## src/rtl/led_pkg.sv

```systemverilog
// Shared types and helpers for the LED pattern generator.
// Config fields are sized for the widest supported channel (PWM_BITS <= 16,
// PER_BITS <= 32). Each channel uses only the low bits it was built for.
package led_pkg;

    localparam int LED_PWM_MAX = 16;
    localparam int LED_PER_MAX = 32;

    typedef enum logic [1:0] {
        LED_OFF     = 2'd0,
        LED_ON      = 2'd1,
        LED_BLINK   = 2'd2,
        LED_BREATHE = 2'd3
    } led_mode_t;

    typedef struct packed {
        led_mode_t              mode;
        logic [LED_PWM_MAX-1:0] bright;
        logic [LED_PER_MAX-1:0] period;
    } led_cfg_t;

    // PWM compare. A level of all-ones (given by 'full') is held solidly on,
    // so full brightness never shows a one-cycle dropout per PWM period.
    function automatic logic pwm_cmp(input logic [LED_PWM_MAX-1:0] cnt,
                                     input logic [LED_PWM_MAX-1:0] level,
                                     input logic [LED_PWM_MAX-1:0] full);
        return (level == full) || (cnt < level);
    endfunction

endpackage

```

## src/rtl/led_channel.sv

```systemverilog
// One LED channel: config registers, step counter, blink phase, breathe
// ramp, level mux and the registered pin driver.
// Optional macro LED_GAMMA_EN: squares the breathe ramp for a perceptual curve.
module led_channel
    import led_pkg::*;
#(
    parameter int PWM_BITS        = 8,
    parameter int PER_BITS        = 16,
    parameter bit HEARTBEAT       = 1'b0,
    parameter int RST_BLINK_TICKS = 500
) (
    input  logic                clk_i,
    input  logic                rst_i,
    input  logic                tick_i,
    input  logic [PWM_BITS-1:0] pwm_cnt_i,
    input  logic                wr_i,
    input  led_cfg_t            cfg_i,
    output logic                led_o
);

    localparam logic [PWM_BITS-1:0] FULL = '1;

    led_mode_t           mode_q, mode_d;
    logic [PWM_BITS-1:0] bright_q, bright_d;
    logic [PER_BITS-1:0] period_q, period_d;
    logic [PER_BITS-1:0] cnt_q, cnt_d;
    logic                phase_q, phase_d;
    logic [PWM_BITS-1:0] ramp_q, ramp_d;
    logic                down_q, down_d;
    logic                led_q, led_d;

    logic [PER_BITS-1:0] eff_per;
    logic                step;
    logic [PWM_BITS-1:0] level;

    // Upper config bits beyond this channel's widths are intentionally dropped.
    logic unused_cfg;
    assign unused_cfg = ^{cfg_i.bright, cfg_i.period};

    // Breathe ramp to brightness level, linear or gamma-shaped.
    function automatic logic [PWM_BITS-1:0] breathe_level(input logic [PWM_BITS-1:0] r);
`ifdef LED_GAMMA_EN
        logic [2*PWM_BITS-1:0] sq;
        sq = {{PWM_BITS{1'b0}}, r} * {{PWM_BITS{1'b0}}, r};
        if (r == FULL) return FULL;
        return PWM_BITS'(sq >> PWM_BITS);
`else
        return r;
`endif
    endfunction

    // Step event: period 0 behaves as 1 so the channel never stalls.
    always_comb begin
        eff_per = (period_q == '0) ? PER_BITS'(1) : period_q;
        step    = tick_i && (cnt_q == eff_per - PER_BITS'(1));
    end

    // Config registers load only on a write strobe.
    always_comb begin
        mode_d   = mode_q;
        bright_d = bright_q;
        period_d = period_q;
        if (wr_i) begin
            mode_d   = cfg_i.mode;
            bright_d = cfg_i.bright[PWM_BITS-1:0];
            period_d = cfg_i.period[PER_BITS-1:0];
        end
    end

    // Pattern state; a write restarts the pattern and beats a same-cycle step.
    always_comb begin
        cnt_d   = cnt_q;
        phase_d = phase_q;
        ramp_d  = ramp_q;
        down_d  = down_q;
        if (wr_i) begin
            cnt_d   = '0;
            phase_d = 1'b0;
            ramp_d  = '0;
            down_d  = 1'b0;
        end else if (tick_i) begin
            cnt_d = step ? '0 : cnt_q + PER_BITS'(1);
            if (step && mode_q == LED_BLINK) begin
                phase_d = ~phase_q;
            end
            if (step && mode_q == LED_BREATHE) begin
                if (bright_q == '0) begin
                    ramp_d = '0;
                    down_d = 1'b0;
                end else if (!down_q) begin
                    // Ramp stays below bright while rising; turn at the top.
                    ramp_d = ramp_q + PWM_BITS'(1);
                    down_d = (ramp_q + PWM_BITS'(1) == bright_q);
                end else begin
                    // Ramp stays above zero while falling; turn at the bottom.
                    ramp_d = ramp_q - PWM_BITS'(1);
                    down_d = (ramp_q - PWM_BITS'(1) != '0);
                end
            end
        end
    end

    // Level mux and PWM compare feeding the output register.
    always_comb begin
        level = '0;
        case (mode_q)
            LED_OFF:     level = '0;
            LED_ON:      level = bright_q;
            LED_BLINK:   level = phase_q ? bright_q : '0;
            LED_BREATHE: level = breathe_level(ramp_q);
            default:     level = '0;
        endcase
        led_d = pwm_cmp(LED_PWM_MAX'(pwm_cnt_i), LED_PWM_MAX'(level), LED_PWM_MAX'(FULL));
    end

    // State registers; the heartbeat channel resets into a visible blink.
    always_ff @(posedge clk_i or posedge rst_i) begin
        if (rst_i) begin
            if (HEARTBEAT) begin
                mode_q   <= LED_BLINK;
                bright_q <= FULL;
                period_q <= PER_BITS'(RST_BLINK_TICKS);
            end else begin
                mode_q   <= LED_OFF;
                bright_q <= '0;
                period_q <= '0;
            end
            cnt_q   <= '0;
            phase_q <= 1'b0;
            ramp_q  <= '0;
            down_q  <= 1'b0;
            led_q   <= 1'b0;
        end else begin
            mode_q   <= mode_d;
            bright_q <= bright_d;
            period_q <= period_d;
            cnt_q    <= cnt_d;
            phase_q  <= phase_d;
            ramp_q   <= ramp_d;
            down_q   <= down_d;
            led_q    <= led_d;
        end
    end

    assign led_o = led_q;

endmodule

```

## src/rtl/led_pattern_gen.sv

```systemverilog
// Multi-channel LED pattern generator: tick prescaler, shared PWM counter,
// config write decode and NUM_CH pattern channels. Channel 0 blinks from
// reset as the board heartbeat. USB pull-up is tied low.
// Optional macro LED_GAMMA_EN: gamma-shaped breathe ramp in every channel.
module led_pattern_gen
    import led_pkg::*;
#(
    parameter int CLK_HZ          = 16000000,
    parameter int TICK_HZ         = 1000,
    parameter int NUM_CH          = 4,
    parameter int PWM_BITS        = 8,
    parameter int PER_BITS        = 16,
    parameter int RST_BLINK_TICKS = 500
) (
    input  logic                CLK,
    input  logic                RST,
    input  logic                wr_en,
    input  logic [3:0]          wr_ch,
    input  logic [1:0]          wr_mode,
    input  logic [PWM_BITS-1:0] wr_bright,
    input  logic [PER_BITS-1:0] wr_period,
    output logic                tick,
    output logic [NUM_CH-1:0]   LED,
    output logic                USBPU
);

    // TICK_DIV must be at least 2 so the tick is a true single-cycle pulse.
    localparam int TICK_DIV = CLK_HZ / TICK_HZ;
    localparam int PRE_W    = (TICK_DIV > 1) ? $clog2(TICK_DIV) : 1;
    localparam logic [PRE_W-1:0] PRE_LAST = PRE_W'(TICK_DIV - 1);

    logic [PRE_W-1:0]    pre_q, pre_d;
    logic [PWM_BITS-1:0] pwm_q, pwm_d;
    logic [NUM_CH-1:0]   wr_sel;
    led_cfg_t            wr_cfg;

    // Prescaler wrap and free-running PWM count.
    always_comb begin
        pre_d = (pre_q == PRE_LAST) ? '0 : pre_q + PRE_W'(1);
        pwm_d = pwm_q + PWM_BITS'(1);
    end

    // Timebase registers.
    always_ff @(posedge CLK or posedge RST) begin
        if (RST) begin
            pre_q <= '0;
            pwm_q <= '0;
        end else begin
            pre_q <= pre_d;
            pwm_q <= pwm_d;
        end
    end

    assign tick  = (pre_q == PRE_LAST);
    assign USBPU = 1'b0;

    assign wr_cfg.mode   = led_mode_t'(wr_mode);
    assign wr_cfg.bright = LED_PWM_MAX'(wr_bright);
    assign wr_cfg.period = LED_PER_MAX'(wr_period);

    // Out-of-range channel indices match no channel and are dropped.
    for (genvar i = 0; i < NUM_CH; i++) begin : g_ch
        assign wr_sel[i] = wr_en && (wr_ch == 4'(i));

        led_channel #(
            .PWM_BITS        (PWM_BITS),
            .PER_BITS        (PER_BITS),
            .HEARTBEAT       (i == 0),
            .RST_BLINK_TICKS (RST_BLINK_TICKS)
        ) u_ch (
            .clk_i     (CLK),
            .rst_i     (RST),
            .tick_i    (tick),
            .pwm_cnt_i (pwm_q),
            .wr_i      (wr_sel[i]),
            .cfg_i     (wr_cfg),
            .led_o     (LED[i])
        );
    end

endmodule

```

## config.mk

```make
export PLATFORM = sky130hd
export DESIGN_NAME = led_pattern_gen
export DESIGN_NICKNAME = d
export VERILOG_FILES = /design/src/rtl/led_pkg.sv /design/src/rtl/led_channel.sv /design/src/rtl/led_pattern_gen.sv
export SDC_FILE = /design/constraint.sdc
export NUM_CORES = 1
export LEC_CHECK = 0
export ABC_CLOCK_PERIOD_IN_PS = 12500
export BUFFER_PORTS_ARGS = -buffer_cell sky130_fd_sc_hd__buf_2
export CAP_MARGIN = 25
export CORE_MARGIN = 5
export CORE_UTILIZATION = 65
export CTS_BUF_LIST = sky130_fd_sc_hd__clkbuf_4 sky130_fd_sc_hd__clkbuf_8
export DETAILED_ROUTE_END_ITERATION = 7
export GPL_TIMING_DRIVEN = 0
export PLACE_DENSITY_LB_ADDON = 0.05
export SLEW_MARGIN = 0
export SYNTH_ARGS = -nofsm -noshare
export SYNTH_HDL_FRONTEND = slang
export SYNTH_SLANG_ARGS = --single-unit
```

## constraint.sdc

```tcl
create_clock -name CLK -period 12.5 [get_ports CLK]
set_input_delay 2.5 -clock CLK [delete_from_list [all_inputs] [get_ports CLK]]
set_output_delay 2.5 -clock CLK [all_outputs]
set_load 0.01 [all_outputs]
```

==> out/metrics.yaml <==
synth_top_area_frac: 0.340
cts.sinks: 234
status: "finished, final reports clean"
core-area_um2: 24400
grt_pass1_wl_mm: 69.5
synthTopCellsByCount: "471 x nand2_1, 219 x dfrtp_1, 124 x nor2_1"
vias: 15100
synthArstFlopShare: 1.00
synth_top_family_by_area: "simple AND/OR/NAND/NOR gates"
synth_flop_cell: "dfrtp_1"
worstPathMaxFanout: 10
tns_ns: 0
clockBufferDepth: 3
overflow: 0
yosysTopAreaCell: "dfrtp_1"
firstDrtPassIters: 5
synthCells: 2009
antenna_found_initial: 0
timing.final.crit_share: 0.465
place_ws_ns: 7.28
finalHoldViolCount: 0
power.leakage_nw: 7.84
avgSynthCellArea_um2: 8.02
cap_viol_max_count: 0
antenna_cells: 0
dieArea_um2: 28000
synth_compound_area_frac: 0.153
grt_pass1_vias: 14200
worst_slew_margin_rel: 0.311
drive_above_1_share: 0.0882
drtIter0Drc: 1561
r2r_cells: 15
dpl.hpwl_mm: 30.2
die_y_um: 167
ys_seq_elements: 234
switching_share: 0.331
critPathLaunchType: "register"
avgRoutedWirePerCell_um: 17.3
clockRootBuffer: "clkbuf_8"
layout.nets: 2173
synth_fp_nets: 2092
cp_data_arrival_time_ns: 3.31
finalSetupViolations: 0
synth_xor_area_frac: 0.0783
clkPwrFrac: 0.341
grt_max_degree: 124
cts_tree: "yes"
ys.warnings.count: 0
worstReg2RegStart: "g_ch[0].u_ch.period_q[4]"
cts_buffers: 42
intPower_mw: 1.53
period_minus_slack_ns: 5.81
cts_resized: 0
drt-total-wl_mm: 42.4
netlist_top_cells_area: "dfrtp_1 34%, nand2_1 11%, xnor2_1 4.5%, ha_1 3.9%, nand3_1 3.6%"
synth_area_um2: 16100
yosysMostFrequentCell: "nand2_1"
critPathLaunch: "pre_q[0]"
viasPerCell: 6.17
drc: 0
yosys.area_share.simple: 0.304
cp.required_ns: 10.00
switchingPower_mw: 0.757
min_path_cells: 1
synth_edf_count: 0
post-cts-setup-buffers: 0
power_frac_seq: 0.420
area_growth_pct: 9.55
ios: 39
fp-row-count: 57
ant_nets: 0
hp-class: "reg -> reg"
cts.clk_slew.worst_paths_ns: 0.06
ir_drop_v: 0.000115
cellPowerDensity_nw_per_um2: 130
fin_ws_ns: 6.69
clk_latency_ns: 0.54
postCtsHoldBufs: 0
n_fill_cell: 1953
pwr-share-comb: 0.239
yosys.cell_types.count: 80
rsz0062_at_grt: "false"
tightest_slew_ns: 1.02
grt_use_total: 0.294
synth-adder-area-share: 0.0388
p_total_mw: 2.29
critPathKind: "reg -> out"
gp_congestion: 0.950
cp-end-kind: "primary output"
htreeDepth: 2
slew_viol_final: 0
synthMuxAreaShare: 0.0207
ys_seq_area_frac: 0.365
skew_ns: 0.0176
initial_core_util: 0.661
hold_start: "pre_q[0]"
die_x_um: 167
port_buffers: 36
fmax_mhz: 172
==> through the flow <==
step                hold WS, ns  std cells   util  cell area, µm²
floorplan                 0.448       2009      -           16100
global placement          0.472       2369  0.685           16700
detailed placement        0.486       2370  0.686           16700
CTS                       0.496       2445  0.724           17700
global route              0.506       2445  0.724           17700
finish                    0.489       2445  0.724           17700
==> worst paths after layout <==
| path | end | slack, ns |
|---|---|---|
| max in group asynchronous | g_ch[1].u_ch.period_q[13] | 9.26 |
| min reg2reg | pre_q[0] | 0.49 |
| max reg2reg | g_ch[0].u_ch.cnt_q[9] | 7.72 |
| min in group asynchronous | g_ch[3].u_ch.period_q[7] | 2.11 |
| min | pre_q[0] | 0.49 |
| max | tick | 6.69 |
==> layout by cell type, fill, tap and decap left out, types with 14 or more instances in the layout <==
master,synthesis,routed
a21o_1,21,21
a21oi_1,76,76
a22o_1,34,34
a22oi_1,14,14
a31oi_1,25,25
and3_1,45,45
buf_2,6,42
clkbuf_1,107,107
clkbuf_8,0,52
dfrtp_1,219,219
dfstp_2,15,15
ha_1,50,50
inv_1,46,45
mux2i_1,21,21
nand2_1,471,471
nand2b_1,16,16
nand3_1,117,117
nand4_1,22,22
nor2_1,124,124
nor2b_1,19,19
nor3_1,43,43
nor3b_1,15,15
nor4_1,36,36
o21a_1,14,14
o21ai_0,69,69
or2_2,17,17
or3_1,27,27
or4_1,19,19
xnor2_1,83,83
xor2_1,56,56
==> worst max-delay path, cell delays in order, from the launching register on <==
cell and delay (ns):
dfrtp_1 0.41, ha_1 0.24, nand3_1 0.11, or4_1 0.11
clkbuf_1 0.53, clkinv_1 0.67, clkbuf_1 0.45, buf_2 0.24
==> metal layers <==
metal / track usage / up-vias / share of wire
met1: 0.399 / 7213 / 0.44
met5: 0 / - / 0
met3: 0.0380 / 114 / 0.057
met2: 0.489 / 491 / 0.47
li1: - / 7258 / -
met4: 0.104 / 0 / 0.033
==> layout make-up <==
class | count | area, µm² | area share
Multi-Input combinational cell | 1609 | 9590 | 0.543
Sequential cell | 234 | 5870 | 0.333
Clock buffer | 65 | 813 | 0.0461
Buffer | 119 | 473 | 0.0268
Tap cell | 324 | 405 | 0.0230
Timing Repair Buffer | 37 | 208 | 0.0118
Inverter | 47 | 184 | 0.0104
Clock inverter | 10 | 105 | 0.00595
==> cell families after synthesis <==
kind of cell	count (synthesis)
mux	32
buf+inv	166
xor+xnor	141
other cells	1
simple gates	1026
compound gates	359
fa+ha+maj	50
flops	234
==> flip-flops by register name, summed over array words and instances (netlist names) <==
signal,cells
g_ch.u_ch.down_q,4
g_ch.u_ch.bright_q,32
pre_q,14
pwm_q,8
g_ch.u_ch.period_q,64
g_ch.u_ch.phase_q,4
g_ch.u_ch.mode_q,8
g_ch.u_ch.ramp_q,32
g_ch.u_ch.led_o,4
g_ch.u_ch.cnt_q,64
==> power by group through the flow <==
stage | Combinational [mW] | Sequential, mW | Clock [mW]
5_1_grt | 0.607 | 0.974 | 0.834
3_3_place_gp | 0.516 | 0.966 | 0
2_1_floorplan | 0.428 | 0.934 | 0
6_report | 0.546 | 0.962 | 0.781
3_5_place_dp | 0.537 | 0.969 | 0
4_1_cts | 0.540 | 0.957 | 0.792
No activity file was read; power rests on OpenSTA's default activity.
